<file path="src/rtl/pipeline_pkg.sv">
// Shared encodings for the pipeline hazard sequencer: opcodes, forward-mux selects and FSM states.
package pipeline_pkg;

    localparam int REG_W = 3;

    localparam logic [1:0] OP_ALU    = 2'b00;
    localparam logic [1:0] OP_LOAD   = 2'b01;
    localparam logic [1:0] OP_BRANCH = 2'b10;
    localparam logic [1:0] OP_NOP    = 2'b11;

    localparam logic [1:0] FWD_RF   = 2'b00;
    localparam logic [1:0] FWD_EXWB = 2'b01;
    localparam logic [1:0] FWD_MEM  = 2'b10;

    typedef enum logic [1:0] {
        ST_RUN       = 2'd0,
        ST_LOAD_WAIT = 2'd1,
        ST_FLUSH     = 2'd2
    } state_t;

    // Register 0 is hardwired, so writes to it are never tracked.
    function automatic logic writes_reg(input logic [1:0] op, input logic [REG_W-1:0] dest);
        return !(op == OP_BRANCH || op == OP_NOP) && (dest != '0);
    endfunction

endpackage

</file>
<file path="src/rtl/hazard_scoreboard.sv">
// Pending-write scoreboard: one pending bit per register plus a flag marking bits owned by a LOAD.
module hazard_scoreboard
#(
    parameter int NUM_REGS = 8,
    parameter int IDX_W    = 3
)
(
    input  logic                clk,
    input  logic                reset,
    input  logic                set_en,
    input  logic [IDX_W-1:0]    set_idx,
    input  logic                set_load,
    input  logic                clr_en,
    input  logic [IDX_W-1:0]    clr_idx,
    input  logic                clr_loads,
    output logic [NUM_REGS-1:0] pending,
    output logic [NUM_REGS-1:0] load_flag
);

    logic [NUM_REGS-1:0] pending_n;
    logic [NUM_REGS-1:0] flag_n;

    // An ALU retire never clears a bit a LOAD owns; a same-cycle set always wins.
    always_comb begin
        pending_n = pending;
        flag_n    = load_flag;
        if (clr_loads) begin
            pending_n = pending_n & ~load_flag;
            flag_n    = '0;
        end
        if (clr_en && !load_flag[clr_idx]) begin
            pending_n[clr_idx] = 1'b0;
        end
        if (set_en) begin
            pending_n[set_idx] = 1'b1;
            flag_n[set_idx]    = set_load;
        end
    end

    always_ff @(posedge clk) begin
        if (reset) begin
            pending   <= '0;
            load_flag <= '0;
        end else begin
            pending   <= pending_n;
            load_flag <= flag_n;
        end
    end

endmodule

</file>
<file path="src/rtl/pipeline_hazard_sequencer.sv">
// Stall/flush/forward sequencer for the 3-stage pipeline. Optional HAZARD_STATS_EN adds
// saturating stall_cycles / flush_count outputs.
module pipeline_hazard_sequencer
    import pipeline_pkg::*;
#(
    parameter int LOAD_LAT = 2,
    parameter int NUM_REGS = 8
)
(
    input  logic             clk,
    input  logic             reset,
    input  logic             id_valid,
    input  logic [1:0]       id_opcode,
    input  logic [REG_W-1:0] id_src_reg,
    input  logic [REG_W-1:0] id_dest_reg,
    input  logic             ex_branch_taken,
    input  logic             mem_data_valid,
    output logic             if_id_stall,
    output logic             if_id_flush,
    output logic             id_ex_flush,
    output logic [1:0]       alu_fwd_sel,
    output logic             busy
`ifdef HAZARD_STATS_EN
    ,
    output logic [15:0]      stall_cycles,
    output logic [15:0]      flush_count
`endif
);

    state_t state;
    state_t next_state;

    logic [NUM_REGS-1:0] pending;
    logic [NUM_REGS-1:0] load_flag;
    logic [2:0]          load_cnt;
    logic                src_live, load_hit, load_stall, issue, set_en;
    logic                stall_d, iflush_d, exflush_d;

    logic                exwb_vld_p1, exwb_alu_p1, ret_vld_p1;
    logic [REG_W-1:0]    exwb_dest_p1;
    logic                alu_ret_vld_p2;
    logic [REG_W-1:0]    alu_ret_dest_p2;

    assign src_live   = id_valid && (id_opcode != OP_NOP) && (id_src_reg != '0);
    assign load_hit   = src_live && pending[id_src_reg] && load_flag[id_src_reg];
    assign load_stall = load_hit && !mem_data_valid;
    assign issue      = (state == ST_RUN) && id_valid && (id_opcode != OP_NOP)
                        && !ex_branch_taken && !load_stall;
    assign set_en     = issue && writes_reg(id_opcode, id_dest_reg);

    hazard_scoreboard #(.NUM_REGS(NUM_REGS), .IDX_W(REG_W)) u_scoreboard (
        .clk       (clk),
        .reset     (reset),
        .set_en    (set_en),
        .set_idx   (id_dest_reg),
        .set_load  (id_opcode == OP_LOAD),
        .clr_en    (alu_ret_vld_p2),
        .clr_idx   (alu_ret_dest_p2),
        .clr_loads (mem_data_valid),
        .pending   (pending),
        .load_flag (load_flag)
    );

    always_comb begin
        next_state = state;
        case (state)
            ST_RUN: begin
                if (ex_branch_taken)  next_state = ST_FLUSH;
                else if (load_stall)  next_state = ST_LOAD_WAIT;
            end
            ST_LOAD_WAIT: begin
                if (ex_branch_taken)     next_state = ST_FLUSH;
                else if (mem_data_valid) next_state = ST_RUN;
            end
            default: next_state = ST_RUN;
        endcase
    end

    always_comb begin
        stall_d   = (next_state == ST_LOAD_WAIT);
        iflush_d  = (next_state == ST_FLUSH);
        exflush_d = (next_state != ST_RUN);
    end

    always_ff @(posedge clk) begin
        if (reset) begin
            state       <= ST_RUN;
            if_id_stall <= 1'b0;
            if_id_flush <= 1'b0;
            id_ex_flush <= 1'b0;
        end else begin
            state       <= next_state;
            if_id_stall <= stall_d;
            if_id_flush <= iflush_d;
            id_ex_flush <= exflush_d;
        end
    end

    // Issue -> EX/WB (p1) -> ALU retire (p2); ret_vld_p1 marks the cycle after load data returned.
    always_ff @(posedge clk) begin
        if (reset) begin
            exwb_vld_p1    <= 1'b0;
            ret_vld_p1     <= 1'b0;
            alu_ret_vld_p2 <= 1'b0;
            load_cnt       <= '0;
        end else begin
            exwb_vld_p1    <= set_en;
            ret_vld_p1     <= (state == ST_LOAD_WAIT) && (next_state == ST_RUN);
            alu_ret_vld_p2 <= exwb_vld_p1 && exwb_alu_p1;
            if (state == ST_RUN && next_state == ST_LOAD_WAIT) begin
                load_cnt <= 3'(LOAD_LAT);
            end else if (next_state != ST_LOAD_WAIT) begin
                load_cnt <= '0;
            end else if (load_cnt != '0) begin
                load_cnt <= load_cnt - 3'd1;
            end
        end
    end

    always_ff @(posedge clk) begin
        exwb_alu_p1     <= (id_opcode == OP_ALU);
        exwb_dest_p1    <= id_dest_reg;
        alu_ret_dest_p2 <= exwb_dest_p1;
    end

    always_comb begin
        alu_fwd_sel = FWD_RF;
        if (state == ST_RUN && !ex_branch_taken && src_live) begin
            if (ret_vld_p1 || (load_hit && mem_data_valid)) begin
                alu_fwd_sel = FWD_MEM;
            end else if (exwb_vld_p1 && exwb_alu_p1 && (exwb_dest_p1 == id_src_reg)) begin
                alu_fwd_sel = FWD_EXWB;
            end
        end
    end

    assign busy = (|pending) || (state == ST_LOAD_WAIT) || (load_cnt != '0);

`ifdef HAZARD_STATS_EN
    always_ff @(posedge clk) begin
        if (reset) begin
            stall_cycles <= '0;
            flush_count  <= '0;
        end else begin
            if (if_id_stall && stall_cycles != 16'hFFFF) begin
                stall_cycles <= stall_cycles + 16'd1;
            end
            if (next_state == ST_FLUSH && state != ST_FLUSH && flush_count != 16'hFFFF) begin
                flush_count <= flush_count + 16'd1;
            end
        end
    end
`endif

endmodule
</file>
<file path="config.mk">
export PLATFORM = sky130hd
export DESIGN_NAME = pipeline_hazard_sequencer
export DESIGN_NICKNAME = d
export VERILOG_FILES = /design/src/rtl/pipeline_pkg.sv /design/src/rtl/hazard_scoreboard.sv /design/src/rtl/pipeline_hazard_sequencer.sv
export SDC_FILE = /design/constraint.sdc
export NUM_CORES = 1
export LEC_CHECK = 0
export CAP_MARGIN = 20
export CELL_PAD_IN_SITES_DETAIL_PLACEMENT = 1
export CELL_PAD_IN_SITES_GLOBAL_PLACEMENT = 2
export CORE_MARGIN = 8
export CORE_UTILIZATION = 36
export DETAILED_ROUTE_END_ITERATION = 8
export GPL_TIMING_DRIVEN = 0
export PLACE_DENSITY = 0.91
export SLEW_MARGIN = 40
export SYNTH_ARGS = -nofsm -noshare
export SYNTH_HDL_FRONTEND = slang
export SYNTH_SLANG_ARGS = --single-unit
</file>
<file path="constraint.sdc">
create_clock -name clk -period 5 [get_ports clk]
set_input_delay 1 -clock clk [delete_from_list [all_inputs] [get_ports clk]]
set_output_delay 1 -clock clk [all_outputs]
set_load 0.03 [all_outputs]
</file>
==> implementation parameters, run 1 <==
Parameter                              Value

Setup path
  Worst path top cell family by delay    buffers and inverters
  Critical path fanouts, max    10
  Critical-path top delay cell    sky130_fd_sc_hd__clkdlybuf4s50_1
  Req. time, crit path    4.00 ns
  CP cell instances    clkdlybuf4s50_1, clkbuf_1, nand3_1, o211ai_1, nor4b_2, a21oi_1, nor3_1, clkdlybuf4s50_1
  Worst setup path class    primary input to primary output
  Worst setup EP type    primary output
  Crit-path max cell delay    0.71 ns
  Worst Setup Start Kind    primary input
  CP bufs+invs    3
  Data arrival time of the worst path    3.75 ns
  Cell repeated most along the worst path    sky130_fd_sc_hd__clkdlybuf4s50_1

Route
  ANT nets after route    0
  Total vias in the final route    1,348
  1st-pass router iterations    4
  Avg WL per Cell    18.5 um
  Number of DRC markers in iteration 0    91
  Aggregate routed wire length    4460 um
  Remaining DRCs    0
  Vias per cell    5.59

Yosys
  Post-synthesis sequential area ratio    0.449
  Register bit total from synthesis    34
  Total standard cell area after synthesis    0.00152 mm2
  Avg Inst Size Synth    9.14 um2
  Share of flip-flops with an asynchronous set or reset after synthesis    0
  Synth warnings    0
  Dominant register cell in the synthesized netlist    sky130_fd_sc_hd__dfxtp_1
  Post-Syn Nets    180
  EDFF count, synth    0
  Distinct cell type count of the synthesized netlist    37
  Instance count of the mapped netlist    166

Timing
  Worst-case headroom to the max-slew limit    0.461
  Maximum clock frequency    210 MHz
  Worst-margin pin slew    0.802 ns
  Setup TNS Final    0 ns
  Number of max-slew violations in the final report    0
  Clock tree skew after final layout    0.00607 ns
  Period utilization    0.951
  Clock period minus worst slack    4.75 ns
  Final number of hold-violating endpoints    0
  Total setup violations reported at the end of the flow    0
  Unrepaired setup endpoints after global routing    no

Layout
  Count of non-filler cells in the finished layout    241
  Count of inserted antenna diode cells    0
  Post-layout net count    204
  Commonest cells after routing, fill and taps aside    34 x sky130_fd_sc_hd__dfxtp_1, 22 x sky130_fd_sc_hd__nand2_1, 17 x sky130_fd_sc_hd__clkdlybuf4s50_1, 12 x sky130_fd_sc_hd__a21oi_1, 12 x sky130_fd_sc_hd__nor2_1
  Layout overhead on the synthesized area    21.8%
  Most common library cell in the layout ignoring fill and taps    sky130_fd_sc_hd__dfxtp_1
  Ratio of cells with drive above 1 in the final layout    0.0733
  Final core occ    0.458

Clock tree
  Clock tree from TritonCTS    built
  Number of H-tree branching levels    2
  Clock edge transition at the registers on the reported setup and hold paths    0.06 ns
  TritonCTS Buffers    5
  Clock tree buffer depth    2
  Clock Latency Late Sink    0.28 ns
  Post-CTS Setup Inserts    0
  Root cell of the clock tree    sky130_fd_sc_hd__clkbuf_8
  Count of clock tree sinks    34

GRT
  Total overflow reported by the global router    0
  Vias in the first global route    1,422
  Wire length of the first global-routing pass    7310 um
  Initial antenna violation count    0
  Total global-route track usage    0.146
  Maximum number of pins on one net before global-route repair    11

Pwr
  Psw    0.000130 W
  Clock power frac    0.388
  Register share of total power    0.520
  Static leakage    0.697 nW
  PD cells    292 mW/mm2
  Cell Int Power    0.000409 W
  Net switching share of the total power    0.241
  IR Drop Worst-Case VDD    0.132 mV
  Logic pwr share    0.092
  Post-layout total power    0.000539 W

Worst hold path
  Tightest Hold Check Type    flip-flop to flip-flop

Floorplanning
  Io pins    19
  Die height    80.9 um
  Starting Density    0.376
  Core Box Area    0.00403 mm2
  Chip Width    80.9 um
  Std cell rows    23
  DIE AREA    0.00654 mm2

Placement
  DPL Wire Length    3320 um
  IO Port Bufs    17
  Placed Instances    233
  Gpl congestion    0.821

Run
  Count of maximum capacitance violations    0

Outcome
  Status    finished, final reports clean
cells in the mapped netlist (4+ instances only):
master / n / area (um2)
sky130_fd_sc_hd__a21oi_1: 12 / 60.1
sky130_fd_sc_hd__clkbuf_1: 6 / 22.5
sky130_fd_sc_hd__dfxtp_1: 34 / 681
sky130_fd_sc_hd__mux2i_1: 10 / 100
sky130_fd_sc_hd__nand2_1: 22 / 82.6
sky130_fd_sc_hd__nand2b_1: 4 / 25.0
sky130_fd_sc_hd__nand3_1: 6 / 30.0
sky130_fd_sc_hd__nand3b_1: 4 / 30.0
sky130_fd_sc_hd__nor2_1: 12 / 45.0
sky130_fd_sc_hd__nor3_1: 5 / 25.0
sky130_fd_sc_hd__o211ai_1: 7 / 52.6
sky130_fd_sc_hd__xor2_1: 4 / 35.0
worst register-to-register path, delay by kind of cell (launching register included):
| family | cells | cell delay, ns |
|---|---|---|
| buffers and inverters | 1 | 0.17 |
| DFF | 1 | 0.38 |
| muxes | 1 | 0.16 |
| and+or+nand+nor | 3 | 1.51 |
stage by stage:
step | hold slack, ns | setup slack (ns) | instance area (um2)
6_report | 0.365 | 0.247 | 1850
5_1_grt | 0.373 | 0.0996 | 1850
4_1_cts | 0.365 | 0.120 | 1840
3_5_place_dp | 0.356 | 0.157 | 1750
3_3_place_gp | 0.357 | 0.198 | 1750
2_1_floorplan | 0.349 | 1.18 | 1520
routing by layer:
metal / global-route usage / vias to the layer above / part of all wire
li1: - / 655 / -
met1: 0.190 / 651 / 0.48
met2: 0.224 / 36 / 0.45
met3: 0.0342 / 6 / 0.054
met4: 0.0696 / 0 / 0.015
met5: 0 / - / 0
path summary, 6_finish.rpt:
| path | start | end | slack (ns) | cells after the start |
|---|---|---|---|---|
| setup / recovery | id_src_reg[1] | alu_fwd_sel[1] | 0.25 | 8 |
| hold / removal | exwb_dest_p1[0]$_DFF_P_ | alu_ret_dest_p2[0]$_DFF_P_ | 0.36 | 0 |
| setup reg to reg | state[0]$_SDFF_PP0_ | u_scoreboard.load_flag[4]$_SDFF_PP0_ | 2.66 | 5 |
| hold reg to reg | exwb_dest_p1[0]$_DFF_P_ | alu_ret_dest_p2[0]$_DFF_P_ | 0.36 | 0 |
power by group through the flow:
stage / clock, W / combinational [W] / sequential (W)
2_1_floorplan: 0 / 0.0000234 / 0.000287
3_3_place_gp: 0 / 0.0000470 / 0.000286
3_5_place_dp: 0 / 0.0000485 / 0.000286
4_1_cts: 0.000211 / 0.0000488 / 0.000280
5_1_grt: 0.000223 / 0.0000535 / 0.000281
6_report: 0.000209 / 0.0000494 / 0.000280
flip-flops by register name (all words and copies together) (netlist names):
register / count
ret_vld_p1: 1
if_id_stall: 1
alu_ret_dest_p2: 3
load_cnt: 3
id_ex_flush: 1
exwb_dest_p1: 3
state: 2
exwb_vld_p1: 1
exwb_alu_p1: 1
if_id_flush: 1
u_scoreboard.load_flag: 8
alu_ret_vld_p2: 1
u_scoreboard.pending: 8
layout make-up:
type | count | area, um2
Sequential cell | 34 | 681
Timing Repair Buffer | 17 | 170
Clock inverter | 1 | 5.00
Multi-Input combinational cell | 123 | 807
Fill cell | 480 | 2180
Tap cell | 50 | 62.6
Clock buffer | 7 | 86.3
Inverter | 2 | 7.51
Buffer | 7 | 27.5
cell families after synthesis:
kind of cell / count (synthesis) / share of synthesized area
AO/OA/AOI/OAI: 30 / 0.135
AND/OR/NAND/NOR: 78 / 0.295
buffers and inverters: 9 / 0.0231
XOR/XNOR: 4 / 0.0231
multiplexers: 10 / 0.0660
flip-flops: 34 / 0.449
adder cells (fa/ha/maj): 1 / 0.00825
what timing repair did:
item | in CTS | in global routing
resized for setup | 0 | 1
endpoints found under the setup margin | 0 | 1
hold buffers | 0 | 0
Power figures use the tool's default switching activity.
==> inputs of run 2 (changes only) <==
--- a/config.mk
+++ b/config.mk
@@ -8,9 +8,11 @@
 export CAP_MARGIN = 20
 export CELL_PAD_IN_SITES_DETAIL_PLACEMENT = 1
 export CELL_PAD_IN_SITES_GLOBAL_PLACEMENT = 2
-export CORE_MARGIN = 8
+export CORE_ASPECT_RATIO = 0.8
+export CORE_MARGIN = 4
 export CORE_UTILIZATION = 36
 export DETAILED_ROUTE_END_ITERATION = 8
+export GPL_ROUTABILITY_DRIVEN = 0
 export GPL_TIMING_DRIVEN = 0
 export PLACE_DENSITY = 0.91
 export SLEW_MARGIN = 40
==> run 2 against run 1 <==
Combinational power is 1% higher. Non-clock buffer count stayed put. Clock skew is 0.00071 ns higher. Maximum frequency is 1.2% lower. Routed wire length is 3.9% lower. Clock power is 14% higher. Worst setup slack worse by 0.058 ns. Largest cell class unchanged. Highest routed layer unchanged.
==> implementation parameters, run 2 (same netlist as run 1, synthesis figures left out) <==
Parameter                              Value

Outcome
  Status    finished, final reports clean

Pwr
  Logic pwr share    0.088 (-0.004)
  IR Drop Worst-Case VDD    0.141 mV (+7.0%)
  Post-layout total power    0.000568 W (+5.6%)
  PD cells    303 mW/mm2 (+3.9%)
  Cell Int Power    0.000437 W (+6.9%)
  Clock power frac    0.419 (+0.031)
  Psw    0.000132 W (+1.4%)
  Static leakage    0.708 nW (+1.5%)
  Net switching share of the total power    0.232 (-0.00940)
  Register share of total power    0.493 (-0.027)

Placement
  IO Port Bufs    17 (unchanged)
  DPL Wire Length    3250 um (-2.2%)
  Placed Instances    238 (+2.1%)

Route
  Vias per cell    5.52 (-1.3%)
  Remaining DRCs    0 (unchanged)
  1st-pass router iterations    4 (unchanged)
  Total vias in the final route    1,358 (+0.74%)
  Avg WL per Cell    17.4 um (-5.9%)
  ANT nets after route    0 (unchanged)
  Number of DRC markers in iteration 0    102 (+12%)
  Aggregate routed wire length    4290 um (-3.9%)

Clock tree
  Root cell of the clock tree    sky130_fd_sc_hd__clkbuf_8
  TritonCTS Buffers    5 (unchanged)
  Number of H-tree branching levels    2 (unchanged)
  Clock tree from TritonCTS    built
  Clock edge transition at the registers on the reported setup and hold paths    0.07 ns (about the same)
  Count of clock tree sinks    34 (unchanged)
  Clock Latency Late Sink    0.28 ns (about the same)
  Clock tree buffer depth    2 (unchanged)

Timing
  Final number of hold-violating endpoints    0 (unchanged)
  Unrepaired setup endpoints after global routing    no
  Clock tree skew after final layout    0.00678 ns (+0.000714 ns)
  Total setup violations reported at the end of the flow    0 (unchanged)
  Period utilization    0.962 (+0.0116)
  Worst-case headroom to the max-slew limit    0.628 (+0.166)
  Number of max-slew violations in the final report    0 (unchanged)
  Setup TNS Final    0 ns (unchanged)
  Worst-margin pin slew    0.559 ns (-0.243 ns)
  Clock period minus worst slack    4.81 ns (+0.0579 ns)
  Maximum clock frequency    208 MHz (-1.2%)

Setup path
  Worst setup EP type    primary output
  Worst r2r path cells    5 (unchanged)
  Crit-path max cell delay    0.71 ns (about the same)
  CP bufs+invs    3 (unchanged)
  Worst setup path class    primary input to primary output
  Reg2reg end    u_scoreboard.load_flag[4]$_SDFF_PP0_
  Data arrival time of the worst path    3.81 ns (+0.06 ns)
  Register-to-register path setup slack    2.66 ns (about the same)
  Startpoint of the most critical register-to-register path    state[0]$_SDFF_PP0_
  Worst path top cell family by delay    buffers and inverters
  Req. time, crit path    4.00 ns (about the same)
  CP cell instances    clkdlybuf4s50_1, clkbuf_1, nand3_1, a21oi_1, nor2_1, nor4b_2, a21oi_1, nor3_1, clkdlybuf4s50_1
  Critical path fanouts, max    10 (unchanged)
  Worst Setup Start Kind    primary input
  Critical-path top delay cell    sky130_fd_sc_hd__clkdlybuf4s50_1

Floorplanning
  Io pins    19 (unchanged)
  Std cell rows    20 (-13%)
  Die height    66.1 um (-18%)
  Core Box Area    0.00393 mm2 (-2.5%)
  DIE AREA    0.00532 mm2 (-19%)
  Chip Width    80.6 um (-0.41%)
  Starting Density    0.386 (+0.00959)

Layout
  Fillers    472 (-1.7%)
  Count of non-filler cells in the finished layout    246 (+2.1%)
  Ratio of cells with drive above 1 in the final layout    0.0838 (+0.0105)
  Layout overhead on the synthesized area    23.8%
  Final core occ    0.478 (+0.0193)
  Registers with the most flip-flops    u_scoreboard.load_flag (8), u_scoreboard.pending (8)
  Count of inserted antenna diode cells    0 (unchanged)
  Commonest cells after routing, fill and taps aside    34 x sky130_fd_sc_hd__dfxtp_1, 22 x sky130_fd_sc_hd__nand2_1, 17 x sky130_fd_sc_hd__clkdlybuf4s50_1, 12 x sky130_fd_sc_hd__a21oi_1, 12 x sky130_fd_sc_hd__nor2_1
  Most common library cell in the layout ignoring fill and taps    sky130_fd_sc_hd__dfxtp_1
  Post-layout net count    204 (unchanged)

GRT
  Total overflow reported by the global router    0 (unchanged)
  Vias in the first global route    1,344 (-5.5%)
  Maximum number of pins on one net before global-route repair    11 (unchanged)
  Initial antenna violation count    0 (unchanged)
  Total global-route track usage    0.178 (+0.0313)
  Wire length of the first global-routing pass    7050 um (-3.6%)

Worst hold path
  Number of cells on the worst hold path    0 (unchanged)
  Tightest Hold Check Type    flip-flop to flip-flop
  Hold Path End    alu_ret_dest_p2[0]$_DFF_P_
  HP Start    exwb_dest_p1[0]$_DFF_P_

Run
  Count of maximum capacitance violations    0 (unchanged)
run 2: changes by cell type in the layout (fill, tap and decap cells not counted), sizes merged:
cell	change
clkbuf	+1
clkinv	-1
run 2: cell type report:
type	instances	area, um2	area share
Sequential cell	34	681	0.363
Clock buffer	8	110	0.0587
Buffer	7	27.5	0.0147
Tap cell	55	68.8	0.0367
Multi-Input combinational cell	123	812	0.433
Timing Repair Buffer	17	170	0.0907
Inverter	2	7.51	0.00400
run 2: worst max-delay path by stage:
| stage | from | to | slack, ns | depth (start not counted) |
|---|---|---|---|---|
| 2_1_floorplan | id_src_reg[1] | alu_fwd_sel[1] | 1.18 | 7 |
| 3_3_place_gp | id_src_reg[1] | alu_fwd_sel[1] | 0.22 | 9 |
| 3_5_place_dp | id_src_reg[1] | alu_fwd_sel[1] | 0.07 | 9 |
| 4_1_cts | id_src_reg[1] | alu_fwd_sel[1] | 0.19 | 9 |
| 5_1_grt | id_src_reg[1] | alu_fwd_sel[1] | 0.03 | 9 |
| 6_report | id_src_reg[1] | alu_fwd_sel[1] | 0.19 | 9 |
run 2: per-layer routing:
layer  GRT usage  wire (um)
met1       0.261       2200
met2       0.253       1800
met3      0.0572        291
met4      0.0316          4
met5           0          0
run 2: timing repair:
| item | in CTS | in global routing |
|---|---|---|
| endpoints found under the setup margin | 1 | 0 |
| gates resized for setup | 1 | 0 |
| hold buffers | 0 | 0 |
| buffers inserted | 0 | 0 |
run 2: power groups by stage:
stage | Combinational, W | Clock (W) | Sequential (W)
5_1_grt | 0.0000540 | 0.000257 | 0.000281
4_1_cts | 0.0000496 | 0.000244 | 0.000280
6_report | 0.0000499 | 0.000238 | 0.000280
3_5_place_dp | 0.0000485 | 0 | 0.000286
3_3_place_gp | 0.0000469 | 0 | 0.000286
2_1_floorplan | 0.0000234 | 0 | 0.000287
run 2: through the flow:
stage	setup WS, ns	instance area, um2	hold WS (ns)
floorplan	1.18	1520	0.349
finish	0.189	1880	0.372
CTS	0.185	1870	0.372
global route	0.0334	1880	0.388
detailed placement	0.0703	1760	0.358
global placement	0.217	1760	0.358
==> inputs of run 3 (changes only) <==
--- a/config.mk
+++ b/config.mk
@@ -19,3 +19,4 @@
 export SYNTH_ARGS = -nofsm -noshare
 export SYNTH_HDL_FRONTEND = slang
 export SYNTH_SLANG_ARGS = --single-unit
+export TNS_END_PERCENT = 100
==> results of run 3 <==
Final layout, timing and power as in run 2 (identical DEF).
